## src/rtl/nibble_add_seq_if.sv

```systemverilog
// Operand/result bus and the external 4-bit adder link for nibble_add_seq.
// The slave modport is the sequencer's view; master is the driving side.
interface nibble_add_seq_if #(
    parameter int N_NIB = 4
);
    localparam int W = 4 * N_NIB;

    logic         START;
    logic         OP;
    logic [W-1:0] A;
    logic [W-1:0] B;
    logic         BUSY;
    logic         DONE;
    logic [W-1:0] RESULT;
    logic         COUT;
    logic         OVF;
    logic [3:0]   ADD_IN0;
    logic [3:0]   ADD_IN1;
    logic         ADD_CIN;
    logic [3:0]   ADD_SUM;
    logic         ADD_COUT;

    modport slave (
        input  START, OP, A, B, ADD_SUM, ADD_COUT,
        output BUSY, DONE, RESULT, COUT, OVF, ADD_IN0, ADD_IN1, ADD_CIN
    );

    modport master (
        output START, OP, A, B, ADD_SUM, ADD_COUT,
        input  BUSY, DONE, RESULT, COUT, OVF, ADD_IN0, ADD_IN1, ADD_CIN
    );
endinterface

```

## src/rtl/nibble_add_seq.sv

```systemverilog
// Serial W-bit add/subtract built from one external 4-bit adder, one nibble
// per clock, LSB nibble first; results update only on completion.
module nibble_add_seq #(
    parameter int N_NIB = 4
) (
    input  logic               CLK,
    input  logic               RST_N,
    nibble_add_seq_if.slave    bus
);
    localparam int W  = 4 * N_NIB;
    localparam int KW = $clog2(N_NIB);

    typedef enum logic [1:0] {S_IDLE, S_RUN, S_DONE} state_t;

    state_t         state_q, state_d;
    logic [KW-1:0]  k_q, k_d;
    logic           c_q, c_d;
    logic [W-1:0]   opa_q, opa_d;
    logic [W-1:0]   opb_q, opb_d;
    logic [W-1:0]   acc_q, acc_d;
    logic [W-1:0]   result_q, result_d;
    logic           cout_q, cout_d;
    logic           ovf_q, ovf_d;

    logic [KW+1:0]  base;
    logic [W-1:0]   acc_upd;
    logic           last_nib;

    // Operand signs agree but the sum's sign differs; subtract already has ~B in opB.
    function automatic logic add_ovf(input logic a_msb, input logic b_msb,
                                     input logic s_msb);
        return (a_msb == b_msb) && (s_msb != a_msb);
    endfunction

    assign base     = {k_q, 2'b00};
    assign last_nib = (k_q == KW'(N_NIB - 1));

    always_comb begin
        acc_upd            = acc_q;
        acc_upd[base +: 4] = bus.ADD_SUM;
    end

    always_comb begin
        state_d     = state_q;
        k_d         = k_q;
        c_d         = c_q;
        opa_d       = opa_q;
        opb_d       = opb_q;
        acc_d       = acc_q;
        result_d    = result_q;
        cout_d      = cout_q;
        ovf_d       = ovf_q;
        bus.ADD_IN0 = 4'h0;
        bus.ADD_IN1 = 4'h0;
        bus.ADD_CIN = 1'b0;

        case (state_q)
            S_IDLE: begin
                if (bus.START) begin
                    opa_d   = bus.A;
                    opb_d   = bus.OP ? ~bus.B : bus.B;
                    c_d     = bus.OP;
                    k_d     = '0;
                    state_d = S_RUN;
                end
            end
            S_RUN: begin
                bus.ADD_IN0 = opa_q[base +: 4];
                bus.ADD_IN1 = opb_q[base +: 4];
                bus.ADD_CIN = c_q;
                acc_d       = acc_upd;
                c_d         = bus.ADD_COUT;
                k_d         = k_q + KW'(1);
                if (last_nib) begin
                    result_d = acc_upd;
                    cout_d   = bus.ADD_COUT;
                    ovf_d    = add_ovf(opa_q[W-1], opb_q[W-1], acc_upd[W-1]);
                    state_d  = S_DONE;
                end
            end
            S_DONE:  state_d = S_IDLE;
            default: state_d = S_IDLE;
        endcase
    end

    always_ff @(posedge CLK or negedge RST_N) begin
        if (!RST_N) begin
            state_q  <= S_IDLE;
            k_q      <= '0;
            c_q      <= 1'b0;
            opa_q    <= '0;
            opb_q    <= '0;
            acc_q    <= '0;
            result_q <= '0;
            cout_q   <= 1'b0;
            ovf_q    <= 1'b0;
        end else begin
            state_q  <= state_d;
            k_q      <= k_d;
            c_q      <= c_d;
            opa_q    <= opa_d;
            opb_q    <= opb_d;
            acc_q    <= acc_d;
            result_q <= result_d;
            cout_q   <= cout_d;
            ovf_q    <= ovf_d;
        end
    end

    assign bus.BUSY   = (state_q != S_IDLE);
    assign bus.DONE   = (state_q == S_DONE);
    assign bus.RESULT = result_q;
    assign bus.COUT   = cout_q;
    assign bus.OVF    = ovf_q;
endmodule

```

## src/flat_wrapper.sv

```systemverilog
// flat-port wrapper written by rule: the top's interface ports become plain ports
module nibble_add_seq_flat 
#(
    parameter int N_NIB = 4
)
  (CLK, RST_N, bus_START, bus_OP, bus_A, bus_B, bus_ADD_SUM, bus_ADD_COUT, bus_BUSY, bus_DONE, bus_RESULT, bus_COUT, bus_OVF, bus_ADD_IN0, bus_ADD_IN1, bus_ADD_CIN);
  nibble_add_seq_if #(.N_NIB(N_NIB)) bus_i ();
  input  logic CLK;
  input  logic RST_N;
  input wire logic [$bits(bus_i.START)-1:0] bus_START;
  input wire logic [$bits(bus_i.OP)-1:0] bus_OP;
  input wire logic [$bits(bus_i.A)-1:0] bus_A;
  input wire logic [$bits(bus_i.B)-1:0] bus_B;
  input wire logic [$bits(bus_i.ADD_SUM)-1:0] bus_ADD_SUM;
  input wire logic [$bits(bus_i.ADD_COUT)-1:0] bus_ADD_COUT;
  output wire logic [$bits(bus_i.BUSY)-1:0] bus_BUSY;
  output wire logic [$bits(bus_i.DONE)-1:0] bus_DONE;
  output wire logic [$bits(bus_i.RESULT)-1:0] bus_RESULT;
  output wire logic [$bits(bus_i.COUT)-1:0] bus_COUT;
  output wire logic [$bits(bus_i.OVF)-1:0] bus_OVF;
  output wire logic [$bits(bus_i.ADD_IN0)-1:0] bus_ADD_IN0;
  output wire logic [$bits(bus_i.ADD_IN1)-1:0] bus_ADD_IN1;
  output wire logic [$bits(bus_i.ADD_CIN)-1:0] bus_ADD_CIN;
  assign bus_i.START = bus_START;
  assign bus_i.OP = bus_OP;
  assign bus_i.A = bus_A;
  assign bus_i.B = bus_B;
  assign bus_i.ADD_SUM = bus_ADD_SUM;
  assign bus_i.ADD_COUT = bus_ADD_COUT;
  assign bus_BUSY = bus_i.BUSY;
  assign bus_DONE = bus_i.DONE;
  assign bus_RESULT = bus_i.RESULT;
  assign bus_COUT = bus_i.COUT;
  assign bus_OVF = bus_i.OVF;
  assign bus_ADD_IN0 = bus_i.ADD_IN0;
  assign bus_ADD_IN1 = bus_i.ADD_IN1;
  assign bus_ADD_CIN = bus_i.ADD_CIN;
  nibble_add_seq #(.N_NIB(N_NIB)) u_core (.CLK(CLK), .RST_N(RST_N), .bus(bus_i));
endmodule
```

## config.mk

```make
export PLATFORM = sky130hd
export DESIGN_NAME = nibble_add_seq_flat
export DESIGN_NICKNAME = d
export VERILOG_FILES = /design/src/rtl/nibble_add_seq_if.sv /design/src/rtl/nibble_add_seq.sv /design/src/flat_wrapper.sv
export SDC_FILE = /design/constraint.sdc
export NUM_CORES = 1
export LEC_CHECK = 0
export BUFFER_PORTS_ARGS = -buffer_cell sky130_fd_sc_hd__buf_2
export CORE_MARGIN = 2
export CORE_UTILIZATION = 25
export CTS_BUF_LIST = sky130_fd_sc_hd__clkbuf_8
export DETAILED_ROUTE_END_ITERATION = 10
export GPL_TIMING_DRIVEN = 0
export HOLD_SLACK_MARGIN = 0.1
export REMOVE_ABC_BUFFERS = 1
export SYNTH_ARGS = -nofsm -noshare
export SYNTH_HDL_FRONTEND = slang
export SYNTH_SLANG_ARGS = --single-unit
```

## constraint.sdc

```tcl
create_clock -name CLK -period 2.2 [get_ports CLK]
set_input_delay 0.44 -clock CLK [delete_from_list [all_inputs] [get_ports CLK]]
set_output_delay 0.44 -clock CLK [all_outputs]
set_load 0.02 [all_outputs]
```

== Word level (Yosys, flattened, before mapping) ==
Index checks and enable logic that the tools add are counted.

* Flip-flop bits (word level): 71
* Input bits: 41
* Output and inout port bits: 29
* Word-level logic and storage cells: 43

* Add/subtract/negate cells: 2
* Equality and inequality tests: 7
* Shift operators: 4
* Muxes and demuxes: 12
* Bitwise logic cells: 1
* Reduce and logical (&&, ||, !) cells: 8

{| class="wikitable"
|+ Operators with widths
! operator !! number
|-
| variable part select 16 x 5 -> 4 bit || 2
|-
| bitwise mux 16 bit || 1
|-
| 2-to-1 mux 16 bit || 1
|-
| inverter 16 bit || 1
|-
| variable shift 4 x 6 -> 16 bit (first input constant) || 1
|-
| variable part select 4 x 6 -> 16 bit || 1
|-
| 2-to-1 mux 4 bit || 2
|-
| case mux 2 bit (2 select lines) || 2
|-
| AND reduction 2 bit || 4
|-
| 2-to-1 mux 2 bit || 3
|-
| negator 4 -> 6 bit || 1
|-
| equality test 2 bit (second input constant) || 2
|-
| nonzero test 2 bit || 2
|-
| adder 2 x 1 -> 2 bit (second input constant) || 1
|-
| equality test 2 x 1 -> 1 bit (second input constant) || 1
|-
| logical NOT 2 bit || 1
|-
| 2-to-1 mux 1 bit || 2
|-
| inequality test 2 x 1 -> 1 bit (second input constant) || 1
|-
| inequality test 2 bit (second input constant) || 1
|-
| case mux 1 bit (2 select lines) || 1
|-
| equality test 1 bit || 1
|-
| logical AND 1 bit || 1
|-
| inequality test 1 bit || 1
|}

== Depth between registers and ports, before layout ==
* Word-level depth: 5
* Gate-level depth with buffers: 7

== Worst setup path after synthesis ==
No wires, ideal clock.

* Path type: reg-to-reg
* From: reg u_core.k_q[1]
* To: reg u_core.result_q[11], in the netlist u_core.bus.RESULT[11]
* Data arrival time: 1.863 ns
* Slack: 0.254 ns
* Stages on the path, launching flop included: 8
* Period minus slack after synthesis: 1.946 ns
* Cells stage by stage: dfrtp_1 clkbuf_1 inv_1 ha_1 nor4bb_1 clkbuf_1 a21oi_1 o21ai_0

* Word-level cells in the longest chain between the ends: 3
* Elaborated cells on any way between the ends: 6
* Classes of those cells: add/sub: 1; eq/ne: 1; shift: 2; mux: 1; reduce/logical: 1

{| class="wikitable"
|+ Ends and longest elaborated chain
! item !! line !! RTL
|-
| start, declared || nibble_add_seq.sv:16 || <nowiki>logic [KW-1:0] k_q, k_d;</nowiki>
|-
| start signal, assigned || nibble_add_seq.sv:99 || <nowiki>k_q <= k_d;</nowiki>
|-
| negator 4 -> 6 bit || nibble_add_seq.sv:40 || <nowiki>acc_upd[base +: 4] = bus.ADD_SUM;</nowiki>
|-
| variable part select 4 x 6 -> 16 bit / variable shift 4 x 6 -> 16 bit (equally long branches) || nibble_add_seq.sv:40 ||
|-
| bitwise mux 16 bit || nibble_add_seq.sv:40 ||
|-
| end signal, assigned || nibble_add_seq.sv:104 || <nowiki>result_q <= result_d;</nowiki>
|-
| end, declared || nibble_add_seq.sv:21 || <nowiki>logic [W-1:0] result_q, result_d;</nowiki>
|}

Several ways; a longest one is shown, not always the timed one.
A chain may end at the register's enable or synchronous reset.

== Worst setup path in the final report ==
* From: reg u_core.k_q[0]
* To: out bus_ADD_IN1[0]

* Word-level cells in the longest chain between the ends: 2

{| class="wikitable"
|+ Ends and longest elaborated chain
! item !! line !! RTL
|-
| variable part select 16 x 5 -> 4 bit || nibble_add_seq.sv:69 || <nowiki>bus.ADD_IN1 = opb_q[base +: 4];</nowiki>
|-
| 2-to-1 mux 4 bit || nibble_add_seq.sv:57 || <nowiki>case (state_q)</nowiki>
|-
| end, declared || flat_wrapper.sv:22 || <nowiki>output wire logic [$bits(bus_i.ADD_IN1)-1:0] bus_ADD_IN1;</nowiki>
|}

Every way passes these cells.

==> flow_metrics.py <==
metrics = {
    "place": {
        "port_buffers": 69,
        "place_ws_ps": -958.5,
        "gp_congestion": 0.7329,
        "hpwl_mm": 5.134,
        "dp_cells": 520,
    },
    "setup_path": {
        "critPathMaxStageDelay_ps": 490,
        "critical_path_depth": 4,
        "rrSetupSlack_ps": 120,
        "crit_path_end_kind": "primary output",
        "worst_setup_path_start_kind": "register",
        "worst-path-max-fanout": 7,
        "rr_startpoint": "u_core.k_q[0]",
        "cp_num_buf_inv": 2,
        "critical_path.cell_chain": "buf_12 -> mux4_2 -> and2_4 -> buf_6",
        "ff2ff_path_depth": 8,
        "critPathArrivalTime_ps": 1710,
        "worst_r2r_endpoint": "u_core.bus.OVF",
        "crit_slowest_cell": "mux4_2",
        "path_class": "reg -> out",
        "required_ps": 1760,
        "cpLargestDelayFamily": "multiplexers",
    },
    "logic_synthesis": {
        "yosysMostFrequentCell": "dfrtp_1",
        "synthDominantCellAreaShare_pct": 51.86,
        "synthTopCellsByArea": "dfrtp_1 (52%), mux2_4 (7.0%), mux4_2 (5.3%)",
        "async_flop_share_pct": 100.0,
        "synth_simple_gate_area_share_pct": 12.34,
        "avgSynthCellArea_um2": 11.53,
        "syn-cell-area_um2": 3426,
        "yosysWarnings": 0,
        "yosys-top-cells-count": "dfrtp_1 (71), nand2_1 (39), o21ai_0 (35)",
        "synth.yosys.seq_area_share_pct": 51.86,
        "synth_top_family_by_area": "multiplexers",
        "synth_fa_ha_area_share_pct": 2.191,
        "synth_seq_cells": 71,
        "synth.largest_area_cell": "dfrtp_1",
        "synthMuxAreaShare_pct": 12.89,
        "synth_xor_area_share_pct": 4.091,
        "synthCells": 297,
        "synth_ff_type": "dfrtp_1",
        "synth_edf_count": 0,
        "synth_compound_gate_area_share_pct": 12.67,
        "ys_types": 32,
    },
    "timing": {
        "min_period_ps": 2146,
        "finalSetupTns_ps": 0,
        "finalSetupViolCount": 0,
        "maxSlewViolCount": 0,
        "hold_violations": 0,
        "fin_crit_sh_pct": 97.56,
        "timing.fmax_mhz": 465.9,
        "finalClockSkew_ps": 11.03,
        "setup_slack_ps": 53.58,
        "tightest_slew_ps": 903.2,
        "holdWs_ps": 209.3,
        "slew_headroom_pct": 39.78,
        "rsz0062_at_grt": "yes",
    },
    "power": {
        "leakage_nw": 2.069,
        "vdd_drop_max_mv": 0.6006,
        "power.density_nw_per_um2": 1506,
    },
    "layout": {
        "seqCellArea_um2": 1784,
        "fin_nets": 419,
        "fin_cells": 553,
        "multi_input_comb_area_um2": 1594,
        "fillCellCount": 1370,
        "final_util_pct": 33.31,
        "drive_gt1_share_pct": 38.20,
        "diodes": 0,
        "syn_to_final_growth_pct": 29.26,
    },
    "detailed_routing": {
        "wl_met3_um": 527,
        "drt_wl_total_mm": 8.075,
        "viasPerCell": 4.367,
        "wire_per_inst_um": 14.60,
        "ant_nets": 0,
        "route.detailed.drc": 0,
        "highest_layer": "met4",
        "wl_met2_mm": 3.576,
        "drt-initial-drc-count": 102,
        "met1_length_mm": 3.834,
        "vias": 2415,
        "drt-pass1-iter-count": 4,
    },
    "floorplan": {
        "start_util_pct": 25.77,
        "fp.dieH_um": 121.1,
        "fp.coreArea_um2": 13300,
        "die_w_um": 121.1,
        "num_io_pins": 70,
        "rows": 42,
        "die_area_um2": 14660,
    },
    "cts": {
        "numCtsBuffers": 9,
        "cts_max_level": 3,
        "clk-insertion-delay-late_ps": 370,
        "clk_pin_slew_ps": 70,
        "clk_path_buf_depth": 2,
        "root_buffer": "clkbuf_8",
        "cts_tree": "done",
        "hold_buffers": 0,
        "cts.sinks": 71,
    },
    "outcome": {
        "status": "finished clean",
    },
    "global_routing": {
        "grt_max_degree": 72,
        "grt_overflow": 0,
        "grt_pass1_vias": 2502,
        "grt_usage_pct": 11.86,
        "antenna_found_initial": 0,
        "grt_pass1_wl_mm": 13.04,
    },
    "run": {
        "drv_cap": 0,
    },
    "worst_hold_path": {
        "hold_path.class": "in -> async",
    },
}
[metal layers]
metal,GRT usage [%],up-vias
met1,15.44,1154
met4,4.360,0
li1,-,1189
met3,4.840,12
met2,17.63,60
met5,0,-
[cell type report]
class / instances / area share, %
inverters: 4 / 0.3391
flip-flops and latches: 71 / 40.29
well taps: 176 / 4.973
clock buffers: 9 / 2.797
repair buffers: 87 / 13.42
clock inverters: 7 / 2.176
multi-input cells: 199 / 36.00
[cell usage in the layout (no fill, tap or decap), drive strengths merged, types with 8 or more instances in the layout]
cell type   n
nor2b      18
and2        9
mux4        8
a32o       15
clkbuf      9
a21oi      16
nand2      39
dfrtp      71
mux2       17
xnor2      16
buf        87
o21ai      35
[repair_timing]
item | 4_1_cts | 5_1_grt
pin swaps | 2 | 9
setup buffers | 12 | 4
cloned | 1 | 0
setup endpoints to repair | 43 | 22
resized for setup | 30 | 6
[cell families after synthesis]
| logic type | after synthesis |
|---|---|
| adder cells (fa/ha/maj) | 6 |
| XOR/XNOR | 16 |
| multiplexers | 26 |
| AND/OR/NAND/NOR | 81 |
| flip-flops | 71 |
| buffers and inverters | 28 |
| AO/OA/AOI/OAI | 69 |
[power breakdown]
group	leakage, nW	switching, mW	total, mW	internal, mW
sequential	0.908	0.373	2.27	1.90
combinational	1.05	1.51	3.23	1.73
clock	0.114	0.523	1.16	0.642
[worst max-delay path by stage]
stage,from,end,slack (ps)
6_report,u_core.k_q[0],bus_ADD_IN1[0],50
5_1_grt,u_core.k_q[0],bus_ADD_IN0[0],-20
3_3_place_gp,u_core.k_q[0],u_core.bus.RESULT[15],-900
3_5_place_dp,u_core.k_q[0],u_core.bus.RESULT[15],-960
2_1_floorplan,u_core.k_q[0],u_core.bus.OVF,-270
4_1_cts,u_core.k_q[0],bus_ADD_IN1[3],2
[sequential cells by signal (all words and copies together) (netlist names)]
name,flops
u_core.bus.COUT,1
u_core.c_q,1
u_core.bus.OVF,1
u_core.acc_q,16
u_core.opb_q,16
u_core.state_q,2
u_core.bus.RESULT,16
u_core.opa_q,16
u_core.k_q,2
[worst reg2reg max path, delay by kind of cell (launching register included)]
family / cells / cell delay, ps
buf+inv: 4 / 560
flops: 1 / 500
simple gates: 2 / 430
fa+ha+maj: 1 / 340
compound gates: 1 / 140
[metrics by stage]
step                      cell area, µm²  total power [mW]
after floorplan                     3306             4.043
after global routing                4428             7.146
after CTS                           4382             6.680
final                               4428             6.670
after global placement              3871             4.741
after detailed placement            3924             4.917
Note: power is estimated with default switching activity, not from simulation.
